<file path="src/rtl/dot_engine_arbiter_if.sv">
`default_nettype none
// ============================================================================
// dot_engine_arbiter_if : requester, engine and response bundle of the arbiter
// Revision 1.0
// ============================================================================
interface dot_engine_arbiter_if #(
   parameter int ROW_SIZE = 3,
   parameter int NUM_REQ  = 4
);
   logic [NUM_REQ-1:0]                 req_valid;
   logic [NUM_REQ-1:0][ROW_SIZE*8-1:0] req_row;
   logic [NUM_REQ-1:0][ROW_SIZE*8-1:0] req_col;
   logic [NUM_REQ-1:0][9:0]            req_tag;
   logic [NUM_REQ-1:0]                 req_ready;
   logic                               eng_valid_in;
   logic [ROW_SIZE*8-1:0]              eng_row;
   logic [ROW_SIZE*8-1:0]              eng_col;
   logic                               eng_valid_out;
   logic [7:0]                         eng_result;
   logic [NUM_REQ-1:0]                 rsp_valid;
   logic [7:0]                         rsp_data;
   logic [9:0]                         rsp_tag;

   // master is the arbiter; slave is the requester/engine environment
   modport master (
      input  req_valid, req_row, req_col, req_tag, eng_valid_out, eng_result,
      output req_ready, eng_valid_in, eng_row, eng_col, rsp_valid, rsp_data, rsp_tag
   );
   modport slave (
      output req_valid, req_row, req_col, req_tag, eng_valid_out, eng_result,
      input  req_ready, eng_valid_in, eng_row, eng_col, rsp_valid, rsp_data, rsp_tag
   );
endinterface
`default_nettype wire

</file>
<file path="src/rtl/dot_engine_arbiter.sv">
`default_nettype none
// ============================================================================
// dot_engine_arbiter : round-robin sharing of one dot-product engine, in-order result steering
// Revision 1.0
// ============================================================================
module dot_engine_arbiter #(
   parameter int ROW_SIZE     = 3,
   parameter int NUM_REQ      = 4,
   parameter int MAX_INFLIGHT = 4
) (
   input  logic                 clk_in,
   input  logic                 rst_n_in,
   dot_engine_arbiter_if.master bus,
   output logic                 idle,
   output logic                 err_sticky
);
   localparam int ID_W  = $clog2(NUM_REQ);
   localparam int CNT_W = $clog2(MAX_INFLIGHT + 1);
   localparam int PTR_W = (MAX_INFLIGHT > 1) ? $clog2(MAX_INFLIGHT) : 1;
   localparam int OP_W  = ROW_SIZE * 8;
   localparam int ENT_W = ID_W + 10;

   logic [ID_W-1:0]      rr_ptr_q, rr_ptr_d;
   logic [CNT_W-1:0]     cnt_q, cnt_d, cnt_post_pop;
   logic [PTR_W-1:0]     wr_ptr_q, wr_ptr_d, rd_ptr_q, rd_ptr_d;
   logic [ENT_W-1:0]     fifo_q [MAX_INFLIGHT];
   logic [ENT_W-1:0]     head;
   logic [2*NUM_REQ-1:0] req_dbl;
   logic [NUM_REQ-1:0]   req_rot;
   logic                 grant_found;
   logic [ID_W-1:0]      grant_off, grant_idx;
   logic [ID_W:0]        grant_sum;
   logic                 can_accept, xfer, pop;

   logic                 eng_valid_q;
   logic [OP_W-1:0]      eng_row_q, eng_col_q;
   logic [NUM_REQ-1:0]   rsp_valid_q, rsp_valid_d;
   logic [7:0]           rsp_data_q;
   logic [9:0]           rsp_tag_q;
   logic                 err_q;

   // A slot freed by this cycle's pop is immediately reusable
   assign pop          = bus.eng_valid_out && (cnt_q != '0);
   assign cnt_post_pop = cnt_q - CNT_W'(pop);
   assign can_accept   = cnt_post_pop < CNT_W'(MAX_INFLIGHT);

   assign req_dbl = {bus.req_valid, bus.req_valid};
   assign req_rot = NUM_REQ'(req_dbl >> rr_ptr_q);

   always_comb begin
      grant_found = 1'b0;
      grant_off   = '0;
      for (int k = NUM_REQ - 1; k >= 0; k--) begin
         if (req_rot[k]) begin
            grant_found = 1'b1;
            grant_off   = ID_W'(k);
         end
      end
   end

   assign grant_sum = {1'b0, rr_ptr_q} + {1'b0, grant_off};
   assign grant_idx = (grant_sum >= (ID_W+1)'(NUM_REQ)) ?
                      ID_W'(grant_sum - (ID_W+1)'(NUM_REQ)) : grant_sum[ID_W-1:0];
   assign xfer      = can_accept && grant_found;

   always_comb begin
      bus.req_ready = '0;
      if (xfer) begin
         bus.req_ready[grant_idx] = 1'b1;
      end
   end

   assign rr_ptr_d = !xfer ? rr_ptr_q :
                     (grant_idx == ID_W'(NUM_REQ - 1)) ? '0 : grant_idx + ID_W'(1);
   assign wr_ptr_d = !xfer ? wr_ptr_q :
                     (wr_ptr_q == PTR_W'(MAX_INFLIGHT - 1)) ? '0 : wr_ptr_q + PTR_W'(1);
   assign rd_ptr_d = !pop ? rd_ptr_q :
                     (rd_ptr_q == PTR_W'(MAX_INFLIGHT - 1)) ? '0 : rd_ptr_q + PTR_W'(1);
   assign cnt_d    = cnt_post_pop + CNT_W'(xfer);

   assign head        = fifo_q[rd_ptr_q];
   assign rsp_valid_d = pop ? (NUM_REQ'(1) << head[ENT_W-1:10]) : '0;

   always_ff @(posedge clk_in or negedge rst_n_in) begin
      if (!rst_n_in) begin
         rr_ptr_q    <= '0;
         cnt_q       <= '0;
         wr_ptr_q    <= '0;
         rd_ptr_q    <= '0;
         eng_valid_q <= 1'b0;
         eng_row_q   <= '0;
         eng_col_q   <= '0;
         rsp_valid_q <= '0;
         rsp_data_q  <= '0;
         rsp_tag_q   <= '0;
         err_q       <= 1'b0;
      end else begin
         rr_ptr_q    <= rr_ptr_d;
         cnt_q       <= cnt_d;
         wr_ptr_q    <= wr_ptr_d;
         rd_ptr_q    <= rd_ptr_d;
         eng_valid_q <= xfer;
         if (xfer) begin
            eng_row_q <= bus.req_row[grant_idx];
            eng_col_q <= bus.req_col[grant_idx];
         end
         rsp_valid_q <= rsp_valid_d;
         if (pop) begin
            rsp_data_q <= bus.eng_result;
            rsp_tag_q  <= head[9:0];
         end
         // A result with nothing outstanding (including stale ones after reset)
         if (bus.eng_valid_out && (cnt_q == '0)) begin
            err_q <= 1'b1;
         end
      end
   end

   // Ownership storage needs no reset: the pointers define what is valid
   always_ff @(posedge clk_in) begin
      if (xfer) begin
         fifo_q[wr_ptr_q] <= {grant_idx, bus.req_tag[grant_idx]};
      end
   end

   assign bus.eng_valid_in = eng_valid_q;
   assign bus.eng_row      = eng_row_q;
   assign bus.eng_col      = eng_col_q;
   assign bus.rsp_valid    = rsp_valid_q;
   assign bus.rsp_data     = rsp_data_q;
   assign bus.rsp_tag      = rsp_tag_q;
   assign idle             = (cnt_q == '0) && !eng_valid_q;
   assign err_sticky       = err_q;
endmodule
`default_nettype wire

</file>
<file path="src/flat_wrapper.sv">
// flat-port wrapper written by rule: the top's interface ports become plain ports
module dot_engine_arbiter_flat 
#(
   parameter int ROW_SIZE     = 3,
   parameter int NUM_REQ      = 4,
   parameter int MAX_INFLIGHT = 4
)
  (clk_in, rst_n_in, idle, err_sticky, bus_req_valid, bus_req_row, bus_req_col, bus_req_tag, bus_eng_valid_out, bus_eng_result, bus_req_ready, bus_eng_valid_in, bus_eng_row, bus_eng_col, bus_rsp_valid, bus_rsp_data, bus_rsp_tag);
  dot_engine_arbiter_if #(.ROW_SIZE(ROW_SIZE), .NUM_REQ(NUM_REQ)) bus_i ();
  input  logic clk_in;
  input  logic rst_n_in;
  output logic idle;
  output logic err_sticky;
  input wire logic [$bits(bus_i.req_valid)-1:0] bus_req_valid;
  input wire logic [$bits(bus_i.req_row)-1:0] bus_req_row;
  input wire logic [$bits(bus_i.req_col)-1:0] bus_req_col;
  input wire logic [$bits(bus_i.req_tag)-1:0] bus_req_tag;
  input wire logic [$bits(bus_i.eng_valid_out)-1:0] bus_eng_valid_out;
  input wire logic [$bits(bus_i.eng_result)-1:0] bus_eng_result;
  output wire logic [$bits(bus_i.req_ready)-1:0] bus_req_ready;
  output wire logic [$bits(bus_i.eng_valid_in)-1:0] bus_eng_valid_in;
  output wire logic [$bits(bus_i.eng_row)-1:0] bus_eng_row;
  output wire logic [$bits(bus_i.eng_col)-1:0] bus_eng_col;
  output wire logic [$bits(bus_i.rsp_valid)-1:0] bus_rsp_valid;
  output wire logic [$bits(bus_i.rsp_data)-1:0] bus_rsp_data;
  output wire logic [$bits(bus_i.rsp_tag)-1:0] bus_rsp_tag;
  assign bus_i.req_valid = bus_req_valid;
  assign bus_i.req_row = bus_req_row;
  assign bus_i.req_col = bus_req_col;
  assign bus_i.req_tag = bus_req_tag;
  assign bus_i.eng_valid_out = bus_eng_valid_out;
  assign bus_i.eng_result = bus_eng_result;
  assign bus_req_ready = bus_i.req_ready;
  assign bus_eng_valid_in = bus_i.eng_valid_in;
  assign bus_eng_row = bus_i.eng_row;
  assign bus_eng_col = bus_i.eng_col;
  assign bus_rsp_valid = bus_i.rsp_valid;
  assign bus_rsp_data = bus_i.rsp_data;
  assign bus_rsp_tag = bus_i.rsp_tag;
  dot_engine_arbiter #(.ROW_SIZE(ROW_SIZE), .NUM_REQ(NUM_REQ), .MAX_INFLIGHT(MAX_INFLIGHT)) u_core (.clk_in(clk_in), .rst_n_in(rst_n_in), .bus(bus_i), .idle(idle), .err_sticky(err_sticky));
endmodule
</file>
<file path="config.mk">
export PLATFORM = sky130hd
export DESIGN_NAME = dot_engine_arbiter_flat
export DESIGN_NICKNAME = d
export VERILOG_FILES = /design/src/rtl/dot_engine_arbiter_if.sv /design/src/rtl/dot_engine_arbiter.sv /design/src/flat_wrapper.sv
export SDC_FILE = /design/constraint.sdc
export NUM_CORES = 1
export LEC_CHECK = 0
export BUFFER_PORTS_ARGS = -buffer_cell sky130_fd_sc_hd__buf_2
export CORE_AREA = 4 4 128 130
export CTS_CLUSTER_DIAMETER = 80
export CTS_CLUSTER_SIZE = 14
export DETAILED_ROUTE_END_ITERATION = 12
export DIE_AREA = 0 0 132 134
export HOLD_SLACK_MARGIN = 0.15
export PLACE_DENSITY = 0.87
export SETUP_SLACK_MARGIN = 0.2
export SLEW_MARGIN = 20
export SYNTH_ARGS = -nofsm -noshare
export SYNTH_HDL_FRONTEND = slang
export SYNTH_SLANG_ARGS = --single-unit
</file>
<file path="constraint.sdc">
create_clock -name clk_in -period 3.5 [get_ports clk_in]
set_input_delay 0.175 -clock clk_in [delete_from_list [all_inputs] [get_ports clk_in]]
set_output_delay 0.175 -clock clk_in [all_outputs]
set_load 0.05 [all_outputs]
</file>
# Yosys cells after proc, flatten, opt, wreduce, memory -nomap -nowiden
# Memory sizes are Yosys's and may differ from the RTL's.
# Index checks and enable logic that the tools add are counted.
totals:
  register_bits: 81
  latchBits: 0
  mem_bits_rw: 48
  romBits: 0
  input_bits: 247
  word_cells: 60
  mem_count: 1
memory_table:
  columns: ["memory", "words", "width", "rd", "rd_clocked_by_memory_dff", "wr", "line_no", "rtl"]
  rows:
  - ["u_core.fifo_q", 4, 12, 1, 0, 1, "dot_engine_arbiter.sv:26", "logic [ENT_W-1:0] fifo_q [MAX_INFLIGHT];"]
classes:
  add_sub_neg: 7
  multipliers: 0
  n_div: 0
  order_cmp: 4
  eq_ne: 3
  n_shift: 2
  n_mux: 24
  bitwise_logic: 0
  n_reduce_logical: 8
ops:
  columns: ["operator", "count"]
  rows:
  - ["$bmux 24 s2", 2]
  - ["$mux 24", 2]
  - ["$bmux 10 s2", 1]
  - ["$mux 2", 8]
  - ["$mux 10", 1]
  - ["$mux 4", 2]
  - ["$shr 8x2->4", 1]
  - ["$mux 1", 7]
  - ["$add 2x1->2 const B", 3]
  - ["$eq 2x2->1 const B", 3]
  - ["$logic_and 1x1->1", 5]
  - ["$shl 1x2->4 const A", 1]
  - ["$add 2x2->3", 1]
  - ["$add 3x1->3", 1]
  - ["$ge 3x3->1 const B", 1]
  - ["$logic_not 3->1", 1]
  - ["$lt 2x3->1 const B", 1]
  - ["$lt 3x3->1 const B", 1]
  - ["$reduce_bool 3->1", 1]
  - ["$sub 3x1->3", 1]
  - ["$demux 1 s2", 1]
  - ["$ge 2x1->1 const B", 1]
  - ["$sub 2x1->2 const B", 1]
  - ["$logic_not 1->1", 1]

# Depth between registers and ports, before layout
# Gate-level depths: netlist (run 1).
depth:
  word_depth: 13
  ltp_mapped: 15

# Least setup slack after synthesis (run 1)
# OpenSTA, ideal clock, no wires.
synth_timing:
  path_kind: "reg2out"
  startpoint: "reg u_core.rr_ptr_q[0]"
  endpoint: "out bus_req_ready[1]"
  arrival_ps: 3639
  required_ps: 3325
  slack_ps: -314
  stages_incl_launch_ff: 13
  cell_sequence: "dfrtp_1 -> buf_6 -> nor2b_1 -> a221o_1 -> nand2_1 -> o221ai_1 -> ha_1 -> buf_2 -> buf_2 -> clkbuf_1 -> buf_1 -> inv_1 -> nor3_1"
synth_between:
  elab_chain_len: 13
  elab_cells_between_ends: 20
  classes_between: "2 x add/sub; 3 x order compare; 1 x shift; 12 x mux; 2 x reduce/logical"
synth_rtl:
  columns: ["item", "line_no", "rtl"]
  rows:
  - ["start, declared", "dot_engine_arbiter.sv:23", "logic [ID_W-1:0] rr_ptr_q, rr_ptr_d;"]
  - ["start signal, assigned", "dot_engine_arbiter.sv:98", "rr_ptr_q <= rr_ptr_d;"]
  - ["$shr 8x2->4", "dot_engine_arbiter.sv:48", "assign req_rot = NUM_REQ'(req_dbl >> rr_ptr_q);"]
  - ["$mux 2 (4 in a row)", "dot_engine_arbiter.sv:54", "if (req_rot[k]) begin"]
  - ["$add 2x2->3 (*)", "dot_engine_arbiter.sv:61", "assign grant_sum = {1'b0, rr_ptr_q} + {1'b0, grant_off};"]
  - ["$ge 3x3->1 or $sub 2x1->2 (tied branches)", "dot_engine_arbiter.sv:62, dot_engine_arbiter.sv:63", null]
  - ["$mux 2 (*)", "dot_engine_arbiter.sv:62", "assign grant_idx = (grant_sum >= (ID_W+1)'(NUM_REQ)) ?"]
  - ["net u_core.grant_idx[0]", "dot_engine_arbiter.sv:31", "logic [ID_W-1:0] grant_off, grant_idx;"]
  - ["$lt 2x3->1 (not written as such) or $ge 2x1->1 (tied branches)", "dot_engine_arbiter.sv:69", "bus.req_ready[grant_idx] = 1'b1;"]
  - ["$logic_and 1x1->1 (not written as such)", "dot_engine_arbiter.sv:69", null]
  - ["$mux 1 (not written as such)", "dot_engine_arbiter.sv:69", null]
  - ["$demux 1 s2 (*)", null, null]
  - ["$mux 4 (*)", "dot_engine_arbiter.sv:68", "if (xfer) begin"]
  - ["end, declared", "flat_wrapper.sv:20", "output wire logic [$bits(bus_i.req_ready)-1:0] bus_req_ready;"]
# Mark *: on every way through the listed nets, which the timed path passes. The rest lies on a longest branch.

# Worst setup path after layout (run 1)
layout_timing:
  startpoint: "reg u_core.rr_ptr_q[0]"
  endpoint: "reg u_core.eng_col_q[23] (netlist: u_core.bus.eng_col[23])"
layout_between:
  elab_chain_len: 10
  elab_cells_between_ends: 16
  classes_between: "2 x add/sub; 1 x order compare; 1 x shift; 11 x mux; 1 x reduce/logical"
layout_rtl:
  columns: ["item", "line_no", "rtl"]
  rows:
  - ["$shr 8x2->4", "dot_engine_arbiter.sv:48", null]
  - ["$mux 2 (4 in a row)", "dot_engine_arbiter.sv:54", null]
  - ["$add 2x2->3", "dot_engine_arbiter.sv:61", null]
  - ["$ge 3x3->1 or $sub 2x1->2 (tied branches)", "dot_engine_arbiter.sv:62, dot_engine_arbiter.sv:63", null]
  - ["$mux 2", "dot_engine_arbiter.sv:62", null]
  - ["$bmux 24 s2", "dot_engine_arbiter.sv:105", "eng_col_q <= bus.req_col[grant_idx];"]
  - ["$mux 24 (not written as such)", "dot_engine_arbiter.sv:105", null]
  - ["end signal, assigned", "dot_engine_arbiter.sv:105", null]
  - ["end, declared", "dot_engine_arbiter.sv:36", "logic [OP_W-1:0] eng_row_q, eng_col_q;"]
# Several ways; a longest one is shown, not always the timed one. The select of a mux whose other input is x is not followed.
# A chain may end at the register's enable or synchronous reset.

==> flow_summary.ini, run 1 <==
[global_route]
grt_usage = 0.256
grt_max_degree = 77
grt_pass1_vias = 7013
antenna_found_initial = 2
overflow = 0
grt_pass1_wl_mm = 35.8

[cells_and_area]
fillerInstances = 1045
drive_above_1_share = 0.410
layout.nets = 1275
fin_area_sq_um = 10300
syn2layout_area_growth_pct = 43.8
final_cells = 1221

[floorplanning]
die_x_um = 132
num_io_pins = 324
die-area_sq_um = 17700
core_sq_um = 15100
rows = 45
initial_core_util = 0.473
die_h_um = 134

[yosys]
syn_avg_cell_area_sq_um = 11.1
synth_area_leaders = dfrtp_1 (28%), edfxtp_1 (20%), nor2b_1 (8.6%), a221oi_1 (5.9%), a2111oi_0 (5.4%)
syn_area_sq_um = 7160
synthTopCellsByCount = nor2b_1 (98), nand2_1 (86), dfrtp_1 (81), o31ai_1 (49)
synth_seq_cells = 129
netlist.area_leader.share = 0.283
synth_top_area_cell = dfrtp_1
syn-num-nets = 905
ys.flop_type = dfrtp_1
asyncSetResetFlopFracSynth = 0.628
synth_cell_types = 43
ys_warn_count = 0
yosysMostFrequentCell = nor2b_1
synth_edf_count = 48
synthCells = 646
ys_seq_area_frac = 0.484

[timing]
fmax_mhz = 315
worst_pin_slew_ns = 1.07
rsz0062_at_grt = yes
finalSetupViolCount = 0
hold_viol = 0
fin_crit_ns = 3.17
finalCritPeriodShare = 0.906
clock_skew_ns = 0.00745
slew_viol_final = 0
finalSetupTns_ns = 0
slew_headroom = 0.287

[min_path]
worstHoldEndpoint = u_core.bus.eng_row[8]
hold_path_depth = 3
min_path_type = in2reg
min-delay-start = bus_req_row[80]

[routing]
wire_per_inst_um = 19.7
ant_nets = 0
drc = 0
dr.first_iter.drc_count = 380
drtPass1Iterations = 6
routed_wl_mm = 24.1
via_per_inst = 5.73
num_vias = 6997

[place]
placed_cell_area_sq_um = 8880
gp_congestion = 0.896
dpl.cell_count = 1108
place_hpwl_mm = 15.8
io_buffers = 323

[critical_path]
ff2ff_path_depth = 11
cp-end-kind = register
cp_max_fo = 48
r2r_start = u_core.rr_ptr_q[0]
worstPathArrival_ns = 3.52
crit_required_ns = 3.85
timing.rr.end = u_core.bus.eng_col[23]
r2r_slack_ns = 0.33
worstSetupPathType = reg2reg
cp-start-kind = register

[clocking]
clockBufferDepth = 2
cts_buffers = 17
tritoncts = yes
clk_pin_slew_ns = 0.06
h-tree-depth = 4
worstSkewPairLatency_ns = 0.42
clkSinkCount = 129
clock_tree.root_cell = clkbuf_16

[power]
power.density_nw_per_um2 = 1220
ir_worst_vdd_v = 0.000733
p_leak_uw = 0.00462

[outcome]
outcome = complete, no violations

[run]
max_cap_violations = 0
-- through the flow --
step	setup WS [ns]	utilization	hold WS, ns	total power (uW)
floorplan	0.0673	-	-0.121	8570
global placement	0.463	0.586	0.348	10100
detailed placement	0.349	0.586	0.362	10300
CTS	0.231	0.670	0.150	12200
global route	0.131	0.680	0.160	13300
finish	0.329	0.680	0.159	12600
-- metal layers --
layer  up-vias  wire (um)  track usage
li1       3201          -            -
met1      3304       8920        0.289
met2       417      12400        0.455
met3        75       1980       0.0660
met4         0        806        0.121
met5         -          0            0
-- worst max path at each step --
stage	end	start	depth (start not counted)	slack, ns
global route	u_core.bus.eng_col[23]	u_core.rr_ptr_q[0]	11	0.13
floorplan	bus_req_ready[1]	u_core.rr_ptr_q[0]	12	0.07
finish	u_core.bus.eng_col[23]	u_core.rr_ptr_q[0]	11	0.33
CTS	u_core.bus.eng_row[1]	u_core.rr_ptr_q[0]	11	0.23
detailed placement	u_core.bus.eng_col[19]	u_core.rr_ptr_q[0]	10	0.35
global placement	u_core.bus.eng_col[19]	u_core.rr_ptr_q[0]	10	0.46
-- cell families (layout without fill, tap and decap cells) --
family | Yosys count | in the layout | share of synthesized area
and+or+nand+nor | 213 | 213 | 0.156
AOI/OAI and AO/OA | 159 | 160 | 0.186
DFF | 129 | 129 | 0.484
buffers and inverters | 76 | 458 | 0.0505
muxes | 53 | 53 | 0.0975
adders and majority gates | 12 | 12 | 0.0210
xor gates and xnor gates | 4 | 4 | 0.00489
other | 0 | 4 | 0
-- sequential cells by signal (all words and copies together) (netlist names) --
| signal | flops |
|---|---|
| u_core.bus.rsp_tag | 10 |
| u_core.rd_ptr_q | 2 |
| u_core.err_sticky | 1 |
| u_core.cnt_q | 3 |
| u_core.bus.eng_row | 24 |
| u_core.bus.rsp_data | 8 |
| u_core.bus.rsp_valid | 4 |
| u_core.wr_ptr_q | 2 |
| u_core.fifo_q | 48 |
| u_core.rr_ptr_q | 2 |
| u_core.bus.eng_valid_in | 1 |
| u_core.bus.eng_col | 24 |
-- worst max-delay path: stages, from the launching register on --
cell and delay (ns):
dfrtp_2 0.48, nor2b_1 0.16, a221o_1 0.29, nand2_1 0.06
o221ai_1 0.15, ha_4 0.24, xnor2_4 0.17, nor3_4 0.18
buf_6 0.37, a2111oi_2 0.09, o31ai_1 0.26, dlygate4sd3_1 0.61
-- repair_timing --
item                       CTS  global route
buffers inserted             0             9
resized for setup            3            18
hold endpoints to repair   113             0
setup endpoints to repair    2             7
pin swaps                    0             3
cloned                       0             1
hold buffers                67             0
-- power breakdown --
part           switching, uW  internal (uW)
Clock                    705           1010
Sequential               432           2540
Combinational           5170           2720
-- cell type report --
cell class / count / area (sq um) / area share
clock inverter: 13 / 130 / 0.0126
clock buffer: 19 / 443 / 0.0430
inverter: 11 / 45.0 / 0.00437
multi-input combinational: 442 / 3450 / 0.335
antenna: 4 / 10.0 / 0.000972
tap: 188 / 235 / 0.0228
timing repair buffer: 415 / 2510 / 0.244
sequential: 129 / 3470 / 0.337
-- cells in the final DEF, fill, tap and decap left out, types with 5 or more instances in the layout --
cell type,synthesis,layout
buf_6,7,5
mux2i_1,30,30
nor3b_1,5,5
dfrtp_1,81,80
a221oi_1,48,48
nor2b_1,98,98
inv_1,11,10
and2_1,6,6
edfxtp_1,48,48
buf_2,13,320
a2111oi_0,44,41
o31ai_1,49,49
ha_1,12,11
buf_4,2,22
mux2_2,10,10
a2111oi_2,3,6
dlygate4sd3_1,0,67
clkbuf_16,0,17
mux4_2,12,12
nand2_1,86,85
Note: power is estimated with default switching activity, not from simulation.
==> run 2, diff against run 1 <==
--- a/config.mk
+++ b/config.mk
@@ -5,7 +5,7 @@
 export SDC_FILE = /design/constraint.sdc
 export NUM_CORES = 1
 export LEC_CHECK = 0
-export BUFFER_PORTS_ARGS = -buffer_cell sky130_fd_sc_hd__buf_2
+export BUFFER_PORTS_ARGS = -buffer_cell sky130_fd_sc_hd__clkbuf_2
 export CORE_AREA = 4 4 128 130
 export CTS_CLUSTER_DIAMETER = 80
 export CTS_CLUSTER_SIZE = 14
==> run 2 against run 1 <==
Compared with the run above: flip-flop and latch count is the same; register-to-register slack gained 0.04 ns; global-route usage grew 0.12 points; clock-buffer cell count grew 2; hold slack gained 0.0021 ns; via count shrank 3.1%; sequential power is essentially flat; first-iteration DRC count grew 23%; non-clock buffer count shrank 17; combinational power shrank 2%; power shrank 0.78%; clock skew grew 0.0072 ns; critical endpoint is now bus_req_ready[0]; largest power group unchanged.
==> flow_summary.ini, run 2 (same netlist as run 1, synthesis figures left out) <==
[outcome]
outcome = complete, no violations

[place]
gp_congestion = 0.878
io_buffers = 323
place_hpwl_mm = 16.3
post-place-ws_ns = 0.0425

[critical_path]
crit_required_ns = 3.32
cp-end-kind = output pin
r2r_slack_ns = 0.37
slowest_stage = dfrtp_2
worstSetupPathType = reg2out
crit_start = u_core.rr_ptr_q[0]
path_delay_family = simple AND/OR/NAND/NOR gates
worstPathArrival_ns = 3.01
cp_num_buf_inv = 2
cp_max_fo = 12
cp-start-kind = register
cp_num_cells = 11
ff2ff_path_depth = 12
crit_end = bus_req_ready[0]
crit_path_cell_trace = nor2b_1 > a221o_1 > nand2_1 > o221ai_1 > ha_4 > xor2_2 > a21oi_4 > nor2_4 > inv_1 > nor3_2 > clkbuf_2
slowest_delay_ns = 0.49
timing.rr.end = u_core.bus.eng_row[23]
r2r_start = u_core.rr_ptr_q[0]

[cells_and_area]
drive_above_1_share = 0.408
final_common_cell = clkbuf_2
regArea_sq_um = 3470
largest_register_ffs = 48
multi_input_area_sq_um = 3420
mostFrequentLayoutCells = clkbuf_2 (320), nor2b_1 (98), nand2_1 (85)
fillerInstances = 1082
layout.nets = 1257
largest_register = u_core.fifo_q
syn2layout_area_growth_pct = 41.5

[global_route]
antenna_found_initial = 1
grtUsageMet2 = 0.447
grt_pass1_vias = 6922
grt_usage = 0.257
busiest_layer = met2
grt_use_met1 = 0.306
overflow = 0
grt_pass1_wl_mm = 36.0
use_met3 = 0.0634
grt_max_degree = 74

[clocking]
clk_pin_slew_ns = 0.06
clkSinkCount = 129
clockBufferDepth = 2
clock_tree.root_cell = clkbuf_16
cts_buffers = 17
worstSkewPairLatency_ns = 0.42
tritoncts = yes
h-tree-depth = 4

[timing]
finalCritPeriodShare = 0.910
clock_skew_ns = 0.0147
fin_ws_ns = 0.315
worst_pin_slew_ns = 0.900
finalSetupTns_ns = 0
fmax_mhz = 314
hold-worst-slack_ns = 0.161
fin_crit_ns = 3.19
slew_viol_final = 0
slew_headroom = 0.400
finalSetupViolCount = 0
hold_viol = 0
rsz0062_at_grt = no

[routing]
via_per_inst = 5.65
routed_wl_mm = 23.3
wire_per_inst_um = 19.4
ant_nets = 0
num_vias = 6783
drtPass1Iterations = 6
drc = 0
dr.first_iter.drc_count = 466

[floorplanning]
die-area_sq_um = 17700
initial_core_util = 0.473
rows = 45
num_io_pins = 324
core_sq_um = 15100
die_x_um = 132
die_h_um = 134

[power]
ir_worst_vdd_v = 0.000732
power.density_nw_per_um2 = 1230
p_leak_uw = 0.00462
p_total_uw = 12500

[min_path]
min_path_type = in2reg

[run]
max_cap_violations = 0
-- run 2: cell count changes in the layout (fill, tap and decap cells not counted), moves of 2 or more --
cell,change
buf_6,-5
a2111oi_2,-3
diode_2,-2
a2111oi_0,+3
buf_4,-2
clkbuf_2,+320
buf_2,-320
buf_12,+4
dlygate4sd3_1,-14
clkbuf_1,+2
-- run 2: per-layer routing --
metal	vias to the layer above	part of all wire	wire, um
met4	0	0.033	779
met2	358	0.51	12000
li1	3155	-	-
met5	-	0	0
met3	59	0.077	1790
met1	3211	0.37	8730
-- run 2: what timing repair did --
action	CTS	global route
buffers inserted	2	0
gates cloned	0	0
gates resized for setup	3	2
endpoints found under the hold margin	103	0
pin swaps	1	1
endpoints found under the setup margin	19	6
hold buffers	53	0
-- run 2: worst reg2reg max path, delay by kind of cell (launching register included) --
| kind | cells | cell delay (ns) |
|---|---|---|
| buffers and inverters | 3 | 0.83 |
| AO/OA/AOI/OAI | 4 | 0.82 |
| AND/OR/NAND/NOR | 3 | 0.50 |
| flip-flops | 1 | 0.49 |
| adder cells (fa/ha/maj) | 1 | 0.23 |
| XOR/XNOR | 1 | 0.15 |
-- run 2: power by group --
part	internal [uW]	switching (uW)	total (uW)
Sequential	2540	454	3000
Clock	1070	678	1750
Combinational	2600	5130	7730
Total	6220	6260	12500
-- run 2: cell type report --
type / count / share of cell area
flip-flops and latches: 129 / 0.342
clock buffers: 21 / 0.0445
multi-input cells: 441 / 0.337
well taps: 188 / 0.0232
inverters: 11 / 0.00408
clock inverters: 11 / 0.0130
diodes: 2 / 0.000494
repair buffers: 398 / 0.235
-- run 2: how the worst min path moves through the flow --
stage                          from                     end  slack (ns)  cells past startpoint
finish              bus_req_row[26]   u_core.bus.eng_row[2]        0.16                      3
floorplan                  rst_n_in   u_core.bus.eng_col[0]       -0.12                      0
global route        bus_req_col[80]   u_core.bus.eng_col[8]        0.17                      3
global placement           rst_n_in   u_core.bus.rsp_tag[6]        0.31                      1
CTS                 bus_req_col[37]  u_core.bus.eng_col[13]        0.15                      3
detailed placement         rst_n_in   u_core.bus.rsp_tag[2]        0.32                      1
-- run 2: stage by stage --
| step | std cells | util | cell area [sq um] |
|---|---|---|---|
| after CTS | 1199 | 0.667 | 10100 |
| after global placement | 1112 | 0.592 | 8970 |
| after floorplan | 646 | - | 7170 |
| after detailed placement | 1112 | 0.592 | 8970 |
| after global routing | 1200 | 0.669 | 10100 |
| final | 1201 | 0.669 | 10100 |
==> run 3, diff against run 2 <==
--- a/config.mk
+++ b/config.mk
@@ -13,6 +13,7 @@
 export DIE_AREA = 0 0 132 134
 export HOLD_SLACK_MARGIN = 0.15
 export PLACE_DENSITY = 0.87
+export RECOVER_POWER = 50
 export SETUP_SLACK_MARGIN = 0.2
 export SLEW_MARGIN = 20
 export SYNTH_ARGS = -nofsm -noshare
==> run 3 against run 2 <==
Compared with the run above: the run now ends with capacitance limit, slew limit left; clock-buffer cell count is the same; highest routed layer unchanged; sequential share of layout area up 0.35 points; combinational power shrank 1%; global-route usage unchanged.
==> flow_summary.ini, run 3 (same netlist as run 1, synthesis figures left out) <==
[timing]
fin_ws_ns = 0.338
slew_headroom = -0.0705
rsz0062_at_grt = no
finalSetupViolCount = 0
clock_skew_ns = 0.0140
hold-worst-slack_ns = 0.160
fmax_mhz = 316
hold_viol = 0
fin_crit_ns = 3.16
slew_viol_final = 62
finalSetupTns_ns = 0
finalCritPeriodShare = 0.904
worst_pin_slew_ns = 1.61

[floorplanning]
die_h_um = 134
num_io_pins = 324
core_sq_um = 15100
initial_core_util = 0.473
rows = 45
die-area_sq_um = 17700
die_x_um = 132

[cells_and_area]
layout.nets = 1257
mostFrequentLayoutCells = clkbuf_2 (248), nor2b_1 (98), nand2_1 (85)
largest_register_ffs = 48
multi_input_area_sq_um = 3420
drive_above_1_share = 0.333
syn2layout_area_growth_pct = 40.1
regArea_sq_um = 3470
fillerInstances = 1140
final_common_cell = clkbuf_2
largest_register = u_core.fifo_q

[global_route]
grt_max_degree = 74
grt_usage = 0.257
grt_pass1_vias = 6922
overflow = 0
antenna_found_initial = 1
grt_pass1_wl_mm = 36.0

[power]
p_sw_uw = 6260
p_leak_uw = 0.00438
seqPwrFrac = 0.242
pwr-share-comb = 0.616
clock_power_share = 0.142
power.density_nw_per_um2 = 1230
ir_worst_vdd_v = 0.000726
power.internal_uw = 6110
swShare = 0.506

[clocking]
worstSkewPairLatency_ns = 0.42
cts_buffers = 17
clockBufferDepth = 2
clk_pin_slew_ns = 0.06
tritoncts = yes
clock_tree.root_cell = clkbuf_16
h-tree-depth = 4
clkSinkCount = 129

[critical_path]
cp_max_fo = 12
r2r_slack_ns = 0.37
cp-start-kind = register
slowest_delay_ns = 0.49
cp-end-kind = output pin
worstSetupPathType = reg2out
crit_path_cell_trace = nor2b_1 > a221o_1 > nand2_1 > o221ai_1 > ha_4 > xor2_2 > a21oi_4 > nor2_4 > inv_1 > ha_1 > and2_1 > clkbuf_2
slowest_stage = dfrtp_2
crit_required_ns = 3.32
worstPathArrival_ns = 2.99

[routing]
wire_per_inst_um = 19.5
via_per_inst = 5.65
drtPass1Iterations = 5
drc = 0
routed_wl_mm = 23.4
ant_nets = 0
num_vias = 6788
dr.first_iter.drc_count = 480

[place]
place_hpwl_mm = 16.3
io_buffers = 323
post-place-ws_ns = 0.0425
gp_congestion = 0.878

[outcome]
violations = capacitance limit, slew limit
outcome = finished with violations

[min_path]
min_path_type = in2reg

[run]
max_cap_violations = 1
[run 3: worst max-delay path: cells and delay by family (launching register included)]
family                     cells  cell delay, ns
and+or+nand+nor                4            0.57
AOI/OAI and AO/OA              3            0.52
DFF                            1            0.49
adders and majority gates      2            0.43
buffers and inverters          2            0.33
xor gates and xnor gates       1            0.23
[run 3: worst paths after layout]
path                                              from                      to  cells past startpoint
worst max-delay path                u_core.rr_ptr_q[0]        bus_req_ready[2]                     12
worst min-delay path                   bus_req_row[26]   u_core.bus.eng_row[2]                      3
worst max register to register      u_core.rr_ptr_q[0]  u_core.bus.eng_row[23]                     12
worst min register to register  u_core.bus.eng_col[22]  u_core.bus.eng_col[22]                      2
max in group asynchronous                     rst_n_in   u_core.bus.eng_row[2]                      3
min in group asynchronous                     rst_n_in   u_core.bus.eng_row[8]                      2
[run 3: repair_timing]
action	CTS	global route
endpoints found under the setup margin	19	6
buffers inserted	2	0
pin swaps	1	1
gates cloned	0	0
hold buffers	53	0
resized for setup	3	2
hold endpoints to repair	103	0
[run 3: layout make-up]
type,instances,share of cell area
Sequential cell,129,0.346
Multi-Input combinational cell,441,0.341
Timing Repair Buffer,398,0.227
Clock buffer,21,0.0449
Tap cell,188,0.0235
Clock inverter,11,0.0131
Inverter,11,0.00412
Antenna cell,2,0.000499
[run 3: power by group through the flow]
stage	Clock (uW)	Sequential, uW	Combinational, uW
5_1_grt	1850	3070	8210
6_report	1750	2990	7620
3_5_place_dp	0	2990	7550
3_3_place_gp	0	2940	7340
4_1_cts	1780	2990	7650
2_1_floorplan	0	4220	4350
[run 3: layer usage]
metal  share of wire  up-vias  GRT usage  wire, um
li1                -     3156          -         -
met1            0.38     3213      0.306      8780
met2            0.51      355      0.447     12000
met3           0.078       64     0.0634      1820
met4           0.035        0      0.111       830
met5               0        -          0         0
[run 3: per-stage QoR]
step                area [sq um]  utilization  instances  total power [uW]
finish                     10000        0.662       1201             12400
CTS                        10100        0.667       1199             12400
global placement            8970        0.592       1112             10300
detailed placement          8970        0.592       1112             10500
global route               10000        0.662       1200             13100
floorplan                   7170            -        646              8570
